--- config.mk ---
export PLATFORM = sky130hd
export DESIGN_NAME = imdct_frame_sched_flat
export DESIGN_NICKNAME = d
export VERILOG_FILES = /design/src/rtl/imdct_sched_pkg.sv /design/src/rtl/imdct_frame_sched_if.sv /design/src/rtl/imdct_frame_sched_fifo.sv /design/src/rtl/imdct_frame_sched.sv /design/src/flat_wrapper.sv
export SDC_FILE = /design/constraint.sdc
export NUM_CORES = 1
export LEC_CHECK = 0
export CORE_AREA = 4 4 134 136
export DETAILED_ROUTE_END_ITERATION = 12
export DIE_AREA = 0 0 138 140
export PLACE_DENSITY_LB_ADDON = 0.08
export SYNTH_ARGS = -nofsm -noshare
export SYNTH_HDL_FRONTEND = slang
export SYNTH_SLANG_ARGS = --single-unit
--- constraint.sdc ---
create_clock -name clk_in -period 2.7 [get_ports clk_in]
set_input_delay 0.405 -clock clk_in [delete_from_list [all_inputs] [get_ports clk_in]]
set_output_delay 0.405 -clock clk_in [all_outputs]
set_load 0.05 [all_outputs]
--- src/rtl/imdct_sched_pkg.sv ---
// Shared definitions for the IMDCT frame scheduler: FSM encoding, default
// parameters and the job record layout {base, tag} held in the job FIFO.
package imdct_sched_pkg;

   typedef enum logic [2:0] {
      ST_IDLE = 3'd0,
      ST_ARM  = 3'd1,
      ST_FIRE = 3'd2,
      ST_RUN  = 3'd3,
      ST_DONE = 3'd4
   } sched_state_e;

   localparam int DEF_DEPTH   = 4;
   localparam int DEF_RST_CYC = 4;
   localparam int DEF_TIMEOUT = 2048;
   localparam int DEF_TAG_W   = 8;
   localparam int BASE_W      = 32;

   // Width of one FIFO entry: base in the upper bits, tag in the lower bits.
   function automatic int job_w(input int tag_w);
      return BASE_W + tag_w;
   endfunction

endpackage

--- src/rtl/imdct_frame_sched_if.sv ---
// Host-side job/completion handshake bundle for the IMDCT frame scheduler.
// master = host (offers jobs, consumes completions), slave = scheduler.
interface imdct_frame_sched_if
   import imdct_sched_pkg::*;
#(
   parameter int TAG_W = DEF_TAG_W
) ();

   logic              job_valid;
   logic              job_ready;
   logic [BASE_W-1:0] job_base;
   logic [TAG_W-1:0]  job_tag;
   logic              done_valid;
   logic              done_ready;
   logic [TAG_W-1:0]  done_tag;
   logic              done_err;

   modport master (
      output job_valid, job_base, job_tag, done_ready,
      input  job_ready, done_valid, done_tag, done_err
   );

   modport slave (
      input  job_valid, job_base, job_tag, done_ready,
      output job_ready, done_valid, done_tag, done_err
   );

endinterface

--- src/rtl/imdct_frame_sched_fifo.sv ---
// Synchronous job FIFO (DEPTH x W) with registered full/empty flags.
// Push while full and pop while empty are ignored.
module sched_job_fifo #(
   parameter int DEPTH = 4,
   parameter int W     = 40
) (
   input  logic         clk_in,
   input  logic         rst_n,
   input  logic         i_push,
   input  logic [W-1:0] i_data,
   input  logic         i_pop,
   output logic [W-1:0] o_data,
   output logic         o_full,
   output logic         o_empty
);

   localparam int AW = (DEPTH > 1) ? $clog2(DEPTH) : 1;

   logic [W-1:0]  r_mem [DEPTH];
   logic [AW-1:0] r_wr_ptr;
   logic [AW-1:0] r_rd_ptr;
   logic          r_full;
   logic          r_empty;
   logic [AW-1:0] w_wr_nxt;
   logic [AW-1:0] w_rd_nxt;
   logic          w_push;
   logic          w_pop;

   assign w_push   = i_push & ~r_full;
   assign w_pop    = i_pop & ~r_empty;
   assign w_wr_nxt = r_wr_ptr + 1'b1;
   assign w_rd_nxt = r_rd_ptr + 1'b1;

   // NOTE: storage is deliberately not reset; the pointers and flags alone
   // decide which entries are valid, so clearing the array buys nothing.
   always_ff @(posedge clk_in) begin
      if (w_push) r_mem[r_wr_ptr] <= i_data;
   end

   // NOTE: state updates use non-blocking assignments so every register
   // samples pre-edge values regardless of statement order.
   always_ff @(posedge clk_in) begin
      if (!rst_n) begin
         r_wr_ptr <= '0;
         r_rd_ptr <= '0;
         r_full   <= 1'b0;
         r_empty  <= 1'b1;
      end else begin
         if (w_push) r_wr_ptr <= w_wr_nxt;
         if (w_pop)  r_rd_ptr <= w_rd_nxt;
         if (w_push && !w_pop) begin
            r_empty <= 1'b0;
            r_full  <= (w_wr_nxt == r_rd_ptr);
         end else if (w_pop && !w_push) begin
            r_full  <= 1'b0;
            r_empty <= (w_rd_nxt == r_wr_ptr);
         end
      end
   end

   assign o_data  = r_mem[r_rd_ptr];
   assign o_full  = r_full;
   assign o_empty = r_empty;

endmodule

--- src/rtl/imdct_frame_sched.sv ---
// Frame scheduler: queues host jobs, resets and starts the IMDCT engine once
// per frame, watches its done flag with a watchdog and reports completions.
module imdct_frame_sched
   import imdct_sched_pkg::*;
#(
   parameter int DEPTH   = DEF_DEPTH,
   parameter int RST_CYC = DEF_RST_CYC,
   parameter int TIMEOUT = DEF_TIMEOUT,
   parameter int TAG_W   = DEF_TAG_W
) (
   input  logic              clk_in,
   input  logic              rst_n,
   imdct_frame_sched_if.slave job,
   output logic              engine_rst_n,
   output logic              engine_start,
   input  logic              engine_intr,
   output logic [BASE_W-1:0] bram_base,
   output logic              irq,
   input  logic              intr_clr,
   output logic              busy,
   output logic [15:0]       frame_cnt
);

   localparam int JOB_W = job_w(TAG_W);
   localparam int WD_W  = $clog2(TIMEOUT);
   localparam int AC_W  = $clog2(RST_CYC + 1);

   sched_state_e      r_state;
   sched_state_e      w_next;
   logic [AC_W-1:0]   r_arm_cnt;
   logic [WD_W-1:0]   r_wdog;
   logic              r_intr_q;
   logic [BASE_W-1:0] r_base;
   logic [TAG_W-1:0]  r_tag;
   logic              r_err;
   logic              r_irq;
   logic [15:0]       r_frame_cnt;

   logic              w_fifo_push;
   logic              w_fifo_pop;
   logic              w_fifo_full;
   logic              w_fifo_empty;
   logic [JOB_W-1:0]  w_fifo_head;
   logic              w_intr_edge;
   logic              w_timeout;
   logic              w_enter_done;
   logic              w_eng_rst_n;
   logic              w_start;
   logic              w_done_valid;

   sched_job_fifo #(
      .DEPTH(DEPTH),
      .W    (JOB_W)
   ) u_fifo (
      .clk_in (clk_in),
      .rst_n  (rst_n),
      .i_push (w_fifo_push),
      .i_data ({job.job_base, job.job_tag}),
      .i_pop  (w_fifo_pop),
      .o_data (w_fifo_head),
      .o_full (w_fifo_full),
      .o_empty(w_fifo_empty)
   );

   // Ready and engine reset are gated by rst_n so both read low while reset is held.
   assign job.job_ready = rst_n & ~w_fifo_full;
   assign w_fifo_push   = job.job_valid & job.job_ready;
   assign w_fifo_pop    = (r_state == ST_IDLE) & ~w_fifo_empty;
   assign w_intr_edge   = engine_intr & ~r_intr_q;
   assign w_timeout     = (r_wdog == WD_W'(TIMEOUT - 1));
   assign w_enter_done  = (r_state == ST_RUN) & (w_intr_edge | w_timeout);

   always_ff @(posedge clk_in) begin
      if (!rst_n) r_state <= ST_IDLE;
      else        r_state <= w_next;
   end

   always_comb begin
      // NOTE: every signal driven here gets a default first, so no branch
      // can leave one unassigned and infer a latch.
      w_next       = r_state;
      w_eng_rst_n  = 1'b1;
      w_start      = 1'b0;
      w_done_valid = 1'b0;
      case (r_state)
         ST_IDLE: if (!w_fifo_empty) w_next = ST_ARM;
         ST_ARM: begin
            w_eng_rst_n = 1'b0;
            if (r_arm_cnt == AC_W'(RST_CYC - 1)) w_next = ST_FIRE;
         end
         ST_FIRE: begin
            w_start = 1'b1;
            w_next  = ST_RUN;
         end
         ST_RUN:  if (w_enter_done) w_next = ST_DONE;
         ST_DONE: begin
            w_done_valid = 1'b1;
            if (job.done_ready) w_next = ST_IDLE;
         end
         default: w_next = ST_IDLE;
      endcase
   end

   // The watchdog is cleared in ARM and counts from the start cycle, so it
   // holds the number of cycles elapsed since the start pulse.
   always_ff @(posedge clk_in) begin
      if (!rst_n) begin
         r_arm_cnt   <= '0;
         r_wdog      <= '0;
         r_intr_q    <= 1'b0;
         r_base      <= '0;
         r_tag       <= '0;
         r_err       <= 1'b0;
         r_irq       <= 1'b0;
         r_frame_cnt <= '0;
      end else begin
         r_intr_q  <= engine_intr;
         r_arm_cnt <= (r_state == ST_ARM) ? r_arm_cnt + 1'b1 : '0;
         r_wdog    <= (r_state == ST_FIRE || r_state == ST_RUN) ? r_wdog + 1'b1 : '0;
         if (w_fifo_pop) {r_base, r_tag} <= w_fifo_head;
         if (w_enter_done) begin
            r_err <= ~w_intr_edge;
            if (w_intr_edge) r_frame_cnt <= r_frame_cnt + 1'b1;
         end
         if (w_enter_done)  r_irq <= 1'b1;
         else if (intr_clr) r_irq <= 1'b0;
      end
   end

   assign engine_rst_n   = rst_n & w_eng_rst_n;
   assign engine_start   = w_start;
   assign bram_base      = r_base;
   assign job.done_valid = w_done_valid;
   assign job.done_tag   = r_tag;
   assign job.done_err   = r_err;
   assign irq            = r_irq;
   assign busy           = (r_state != ST_IDLE) | ~w_fifo_empty;
   assign frame_cnt      = r_frame_cnt;

endmodule
--- src/flat_wrapper.sv ---
// flat-port wrapper written by rule: the top's interface ports become plain ports
module imdct_frame_sched_flat import imdct_sched_pkg::*;
#(
   parameter int DEPTH   = DEF_DEPTH,
   parameter int RST_CYC = DEF_RST_CYC,
   parameter int TIMEOUT = DEF_TIMEOUT,
   parameter int TAG_W   = DEF_TAG_W
)
  (clk_in, rst_n, engine_rst_n, engine_start, engine_intr, bram_base, irq, intr_clr, busy, frame_cnt, job_job_valid, job_job_base, job_job_tag, job_done_ready, job_job_ready, job_done_valid, job_done_tag, job_done_err);
  imdct_frame_sched_if #(.TAG_W(TAG_W)) job_i ();
  input  logic clk_in;
  input  logic rst_n;
  output logic engine_rst_n;
  output logic engine_start;
  input  logic engine_intr;
  output logic [BASE_W-1:0] bram_base;
  output logic irq;
  input  logic intr_clr;
  output logic busy;
  output logic [15:0] frame_cnt;
  input wire logic [$bits(job_i.job_valid)-1:0] job_job_valid;
  input wire logic [$bits(job_i.job_base)-1:0] job_job_base;
  input wire logic [$bits(job_i.job_tag)-1:0] job_job_tag;
  input wire logic [$bits(job_i.done_ready)-1:0] job_done_ready;
  output wire logic [$bits(job_i.job_ready)-1:0] job_job_ready;
  output wire logic [$bits(job_i.done_valid)-1:0] job_done_valid;
  output wire logic [$bits(job_i.done_tag)-1:0] job_done_tag;
  output wire logic [$bits(job_i.done_err)-1:0] job_done_err;
  assign job_i.job_valid = job_job_valid;
  assign job_i.job_base = job_job_base;
  assign job_i.job_tag = job_job_tag;
  assign job_i.done_ready = job_done_ready;
  assign job_job_ready = job_i.job_ready;
  assign job_done_valid = job_i.done_valid;
  assign job_done_tag = job_i.done_tag;
  assign job_done_err = job_i.done_err;
  imdct_frame_sched #(.DEPTH(DEPTH), .RST_CYC(RST_CYC), .TIMEOUT(TIMEOUT), .TAG_W(TAG_W)) u_core (.clk_in(clk_in), .rst_n(rst_n), .job(job_i), .engine_rst_n(engine_rst_n), .engine_start(engine_start), .engine_intr(engine_intr), .bram_base(bram_base), .irq(irq), .intr_clr(intr_clr), .busy(busy), .frame_cnt(frame_cnt));
endmodule
Word-level counts from Yosys, hierarchy flattened:

Memories as Yosys holds them, arrays and structs flattened. A register that Yosys moved wholly into a read port is not among the register bits.
Cells that the tools add are included.

* $add $sub $neg: 5
* bitwise gates (word level): 14
* reduce and logical (&&, ||, !) cells: 14
* mux-type cells: 16
* eq/ne operators: 12

Operator list (number)
* $add A16 B1 Y16 const B: 1
* $pmux W3 S5: 1
* $mux W3: 4
* $add A11 B1 Y11 const B: 1
* $eq A11 B11 Y1 const B: 1
* $mux W1: 11
* $eq A3 B2 Y1 const B: 3
* $and A1 B1 Y1: 8
* $reduce_and A2 Y1: 3
* $add A2 B1 Y2 const B: 2
* $eq A2 B2 Y1: 2
* $ne A2 B1 Y1 const B: 2
* $ne A2 B2 Y1 const B: 2
* $not A1 Y1: 4
* $reduce_and A4 Y1: 1
* $reduce_bool A2 Y1: 2
* $add A3 B1 Y3 const B: 1
* $eq A3 B1 Y1 const B: 1
* $eq A3 B3 Y1 const B: 1
* $logic_not A1 Y1: 3
* $logic_not A3 Y1: 1
* $reduce_bool A3 Y1: 1
* $logic_and A1 B1 Y1: 2
* $or A1 B1 Y1: 2
* $logic_or A1 B1 Y1: 1

* bits in writable memories: 160
* register bits after elaboration: 42
* output and inout bits: 63
* memories: 1
* logic and storage cells: 73
* input bits: 46

Memories
* u_core.u_fifo.r_mem: depth 4, width 40, rd ports 1, clocked after Yosys merged registers in 1, write ports 1, line imdct_frame_sched_fifo.sv:19 `logic [W-1:0] r_mem [DEPTH];`

Logic depth before layout (Yosys ltp):

* word-level depth: 8
* mapped depth: 8
* depth with buffers taken out: 6

Hierarchy:

Synthesis repeated with hierarchy kept, for this count alone.

* cells, all modules: 610
* area, all modules: 9390.3 um^2

By module, submodules not included
* sched_job_fifo: cells an instance 252, instances 1, area each 6239.7 um^2
* imdct_frame_sched: cells an instance 358, instances 1, area each 3150.5 um^2

Worst setup path before layout:

OpenSTA, ideal clock, no wires.

* kind: input port to flip-flop
* from: input rst_n
* to: memory u_core.u_fifo.r_mem[1][0] (enable)
* slack: -0.077 ns
* path buffers: 0
* data required time: 2.299 ns
* library setup time: 0.401 ns
* arrival time: 2.376 ns
* cell stages on the path: 2
* cell sequence: nor2b_1 and3_1

* cells in the longest elaborated chain, start to end: 5

Ends and longest elaborated chain
* start: declaration: line flat_wrapper.sv:12 `input logic rst_n;`
* $and A1 B1 Y1: line imdct_frame_sched.sv:66 `assign job.job_ready = rst_n & ~w_fifo_full;`
* $and A1 B1 Y1: line imdct_frame_sched.sv:67 `assign w_fifo_push = job.job_valid & job.job_ready;`
* $and A1 B1 Y1: line imdct_frame_sched_fifo.sv:29 `assign w_push = i_push & ~r_full;`
* $mux W1: line imdct_frame_sched_fifo.sv:37 `if (w_push) r_mem[r_wr_ptr] <= i_data;`
* $mux W1 (not written as such): line imdct_frame_sched_fifo.sv:37
* end: declaration: line imdct_frame_sched_fifo.sv:19

Every way passes these cells.

Worst setup path after layout:

* from: register u_core.r_state[1]
* to: output engine_start

* cells in the longest elaborated chain, start to end: 2

Ends and longest elaborated chain
* start: declaration: line imdct_frame_sched.sv:28 `sched_state_e r_state;`
* start signal: assignment: line imdct_frame_sched.sv:75 `else r_state <= w_next;`
* $eq A3 B2 Y1: line imdct_frame_sched.sv:85 `case (r_state)`
* $mux W1: line imdct_frame_sched.sv:85
* end: declaration: line flat_wrapper.sv:14 `output logic engine_start;`

Every way passes these cells.

==> results.json <==
{
  "ys_seq_elements": 242,
  "drt_iter0_drc": 241,
  "worstPathRequired_ns": 2.30,
  "r2r_cells": 4,
  "cts_tree": "done",
  "grt_pass1_vias": 5549,
  "netlist_instances": 608,
  "hold_depth": 1,
  "die_y_um": 140,
  "power.density_nw_per_um2": 777,
  "fin_nets": 781,
  "diodes": 0,
  "fin_util": 0.670,
  "min_path_type": "flip-flop to flip-flop",
  "grt.total_usage": 0.183,
  "slowest_stage": "clkdlybuf4s50_1",
  "yosys.area.top_type_share": 0.528,
  "post-route-drc-count": 0,
  "postRouteAntennaNets": 0,
  "slew_viol_final": 0,
  "p_leak_nw": 3.77,
  "grt_pass1_wl_um": 28700,
  "worst-path-max-fanout": 11,
  "worst_pin_slew_ns": 0.529,
  "dieArea_um2": 19300,
  "worst_setup_path_end_kind": "primary output",
  "rsz0062_at_grt": "false",
  "path_cells": "nor3b_1 -> clkdlybuf4s50_1",
  "fp.dieW_um": 138,
  "clkLatencyLatePin_ns": 0.51,
  "holdPathEnd": "u_core.r_arm_cnt[0]",
  "initial_utilization": 0.537,
  "switchingPower_mw": 2.14,
  "numCtsBuffers": 25,
  "synth_fp_nets": 663,
  "syn_to_final_growth_pct": 24.7,
  "reg2reg_to": "u_core.frame_cnt[15]",
  "htree_levels": 1,
  "crit_start": "u_core.r_state[1]",
  "synth_cell_types": 48,
  "drive_gt1_frac": 0.141,
  "cp_slowest_stage_delay_ns": 0.84,
  "hold_violations": 0,
  "via_per_inst": 5.49,
  "routed_wl_um": 17700,
  "post-route-period-util": 0.961,
  "grt_overflow_total": 0,
  "cts-root-buf": "clkbuf_16",
  "clock_path_buffers": 3,
  "core-area_um2": 16900,
  "syn_area_um2": 9100,
  "cp_num_cells": 2,
  "min_from": "u_core.r_arm_cnt[0]",
  "irDropWorstVdd_mv": 0.556,
  "route.vias.total": 5326,
  "clk_pin_slew_worst_paths_ns": 0.06,
  "slew_headroom": 0.647,
  "cp.arrival_ns": 2.19,
  "crit_buf_inv": 1,
  "yosysTopAreaCell": "edfxtp_1",
  "async_flop_share": 0,
  "grt_max_degree": 43,
  "status": "complete, no violations",
  "p_sw_frac": 0.243,
  "critPathTopFamily": "buffers and inverters",
  "reg2reg_from": "u_core.r_state[1]",
  "yosysWarnings": 0,
  "io_pins": 109,
  "finClkSkew_ns": 0.0162,
  "synth_edf_count": 160,
  "synth.area.top_cells": "edfxtp_1 (53%), dfxtp_1 (18%), mux4_2 (9.9%)",
  "wire_per_inst_um": 18.2,
  "cts_sinks": 242,
  "r2r_setup_slack_ns": 0.71,
  "post-dp-hpwl_um": 11100,
  "crit_path_start_kind": "flip-flop",
  "finalSetupViolCount": 0,
  "first_pass_iters": 4,
  "combPwrFrac": 0.139,
  "timing.fmax_mhz": 385,
  "synth_area_per_cell_um2": 15.0,
  "rows": 48,
  "synthFlopType": "edfxtp_1",
  "synth.most_common_cell": "edfxtp_1",
  "setup-tns-final_ns": 0,
  "port_buffers": 108,
  "maxCapViolCount": 0,
  "power_frac_seq": 0.479,
  "gp_congestion": 0.834,
  "synth_common_cells": "edfxtp_1 (160), nand2_1 (98), dfxtp_1 (82)",
  "p_clk_frac": 0.382,
  "antenna_found_initial": 0,
  "worstSetupPathType": "flip-flop to primary output",
  "internal_power_mw": 6.67,
  "post-route-min-period_ns": 2.59,
  "ys_seq_area_frac": 0.708
}
==> through the flow <==
| step | area, um^2 | instances | power, mW | setup slack, ns | hold WS, ns |
|---|---|---|---|---|---|
| 3_3_place_gp | 10500 | 924 | 5.52 | 0.448 | 0.409 |
| 3_5_place_dp | 10500 | 924 | 5.54 | 0.399 | 0.414 |
| 4_1_cts | 11300 | 970 | 8.93 | 0.0999 | 0.422 |
| 5_1_grt | 11300 | 970 | 9.17 | 0.000860 | 0.437 |
| 2_1_floorplan | 9100 | 608 | 5.09 | 0.324 | 0.398 |
| 6_report | 11300 | 970 | 8.81 | 0.105 | 0.419 |
==> layout by cell type, fill, tap and decap left out, types with 7 or more instances in the layout <==
cell type        synthesis  routed
edfxtp_1               160     160
clkdlybuf4s50_1          0     105
nand2_1                 98      98
dfxtp_1                 82      80
a21oi_1                 48      48
mux4_2                  40      40
nor2_1                  30      30
clkbuf_16                0      25
xor2_1                  10      10
xnor2_1                 10      10
inv_1                    9       9
nand3_1                  9       9
ha_1                     9       9
buf_4                    1       9
nand4_1                  7       7
buf_12                   0       7
==> cell families after synthesis <==
kind of cell	after synthesis	share of synthesized area
fa+ha+maj	9	0.0124
flops	242	0.708
compound gates	68	0.0424
buf+inv	41	0.0198
mux	41	0.100
xor+xnor	20	0.0193
simple gates	187	0.0976
==> state kept, by name, indices dropped and copies added (netlist names) <==
register and flops:
u_core.u_fifo.r_mem 160, u_core.r_arm_cnt 3, u_core.r_state 3, u_core.frame_cnt 16, u_core.irq 1, u_core.u_fifo.r_wr_ptr 2, u_core.job.done_err 1, u_core.r_wdog 11
u_core.r_intr_q 1, u_core.bram_base 32, u_core.job.done_tag 8, u_core.u_fifo.o_empty 1, u_core.u_fifo.r_rd_ptr 2, u_core.u_fifo.o_full 1
==> per-layer routing <==
metal / GRT usage / wire [um] / vias up
li1: - / - / 2503
met1: 0.230 / 7270 / 2656
met2: 0.331 / 9240 / 142
met3: 0.0345 / 947 / 25
met4: 0.0437 / 218 / 0
met5: 0 / 0 / -
==> worst max path at each step <==
stage | to
floorplan | u_core.u_fifo.r_mem[0][0]
global placement | u_core.u_fifo.o_empty
detailed placement | u_core.u_fifo.o_empty
CTS | busy
global route | engine_start
finish | engine_start
==> area by class of cell <==
class	count	area [um^2]
clock buffer	33	676
clock inverter	13	143
fill	1208	5590
inverter	10	37.5
multi-input combinational	325	2490
sequential	242	6450
tap	225	282
timing repair buffer	122	1270
==> power by group through the flow <==
stage	Combinational [mW]	Sequential, mW	Clock, mW
6_report	1.22	4.22	3.37
2_1_floorplan	0.589	4.50	0
3_3_place_gp	1.22	4.29	0
3_5_place_dp	1.24	4.30	0
5_1_grt	1.31	4.24	3.62
4_1_cts	1.24	4.23	3.46
==> timing repair <==
item,in CTS,in global routing
setup endpoints to repair,0,1
hold buffers,0,0
gates resized for setup,0,1
buffers inserted,0,0
Power figures use the tool's default switching activity.
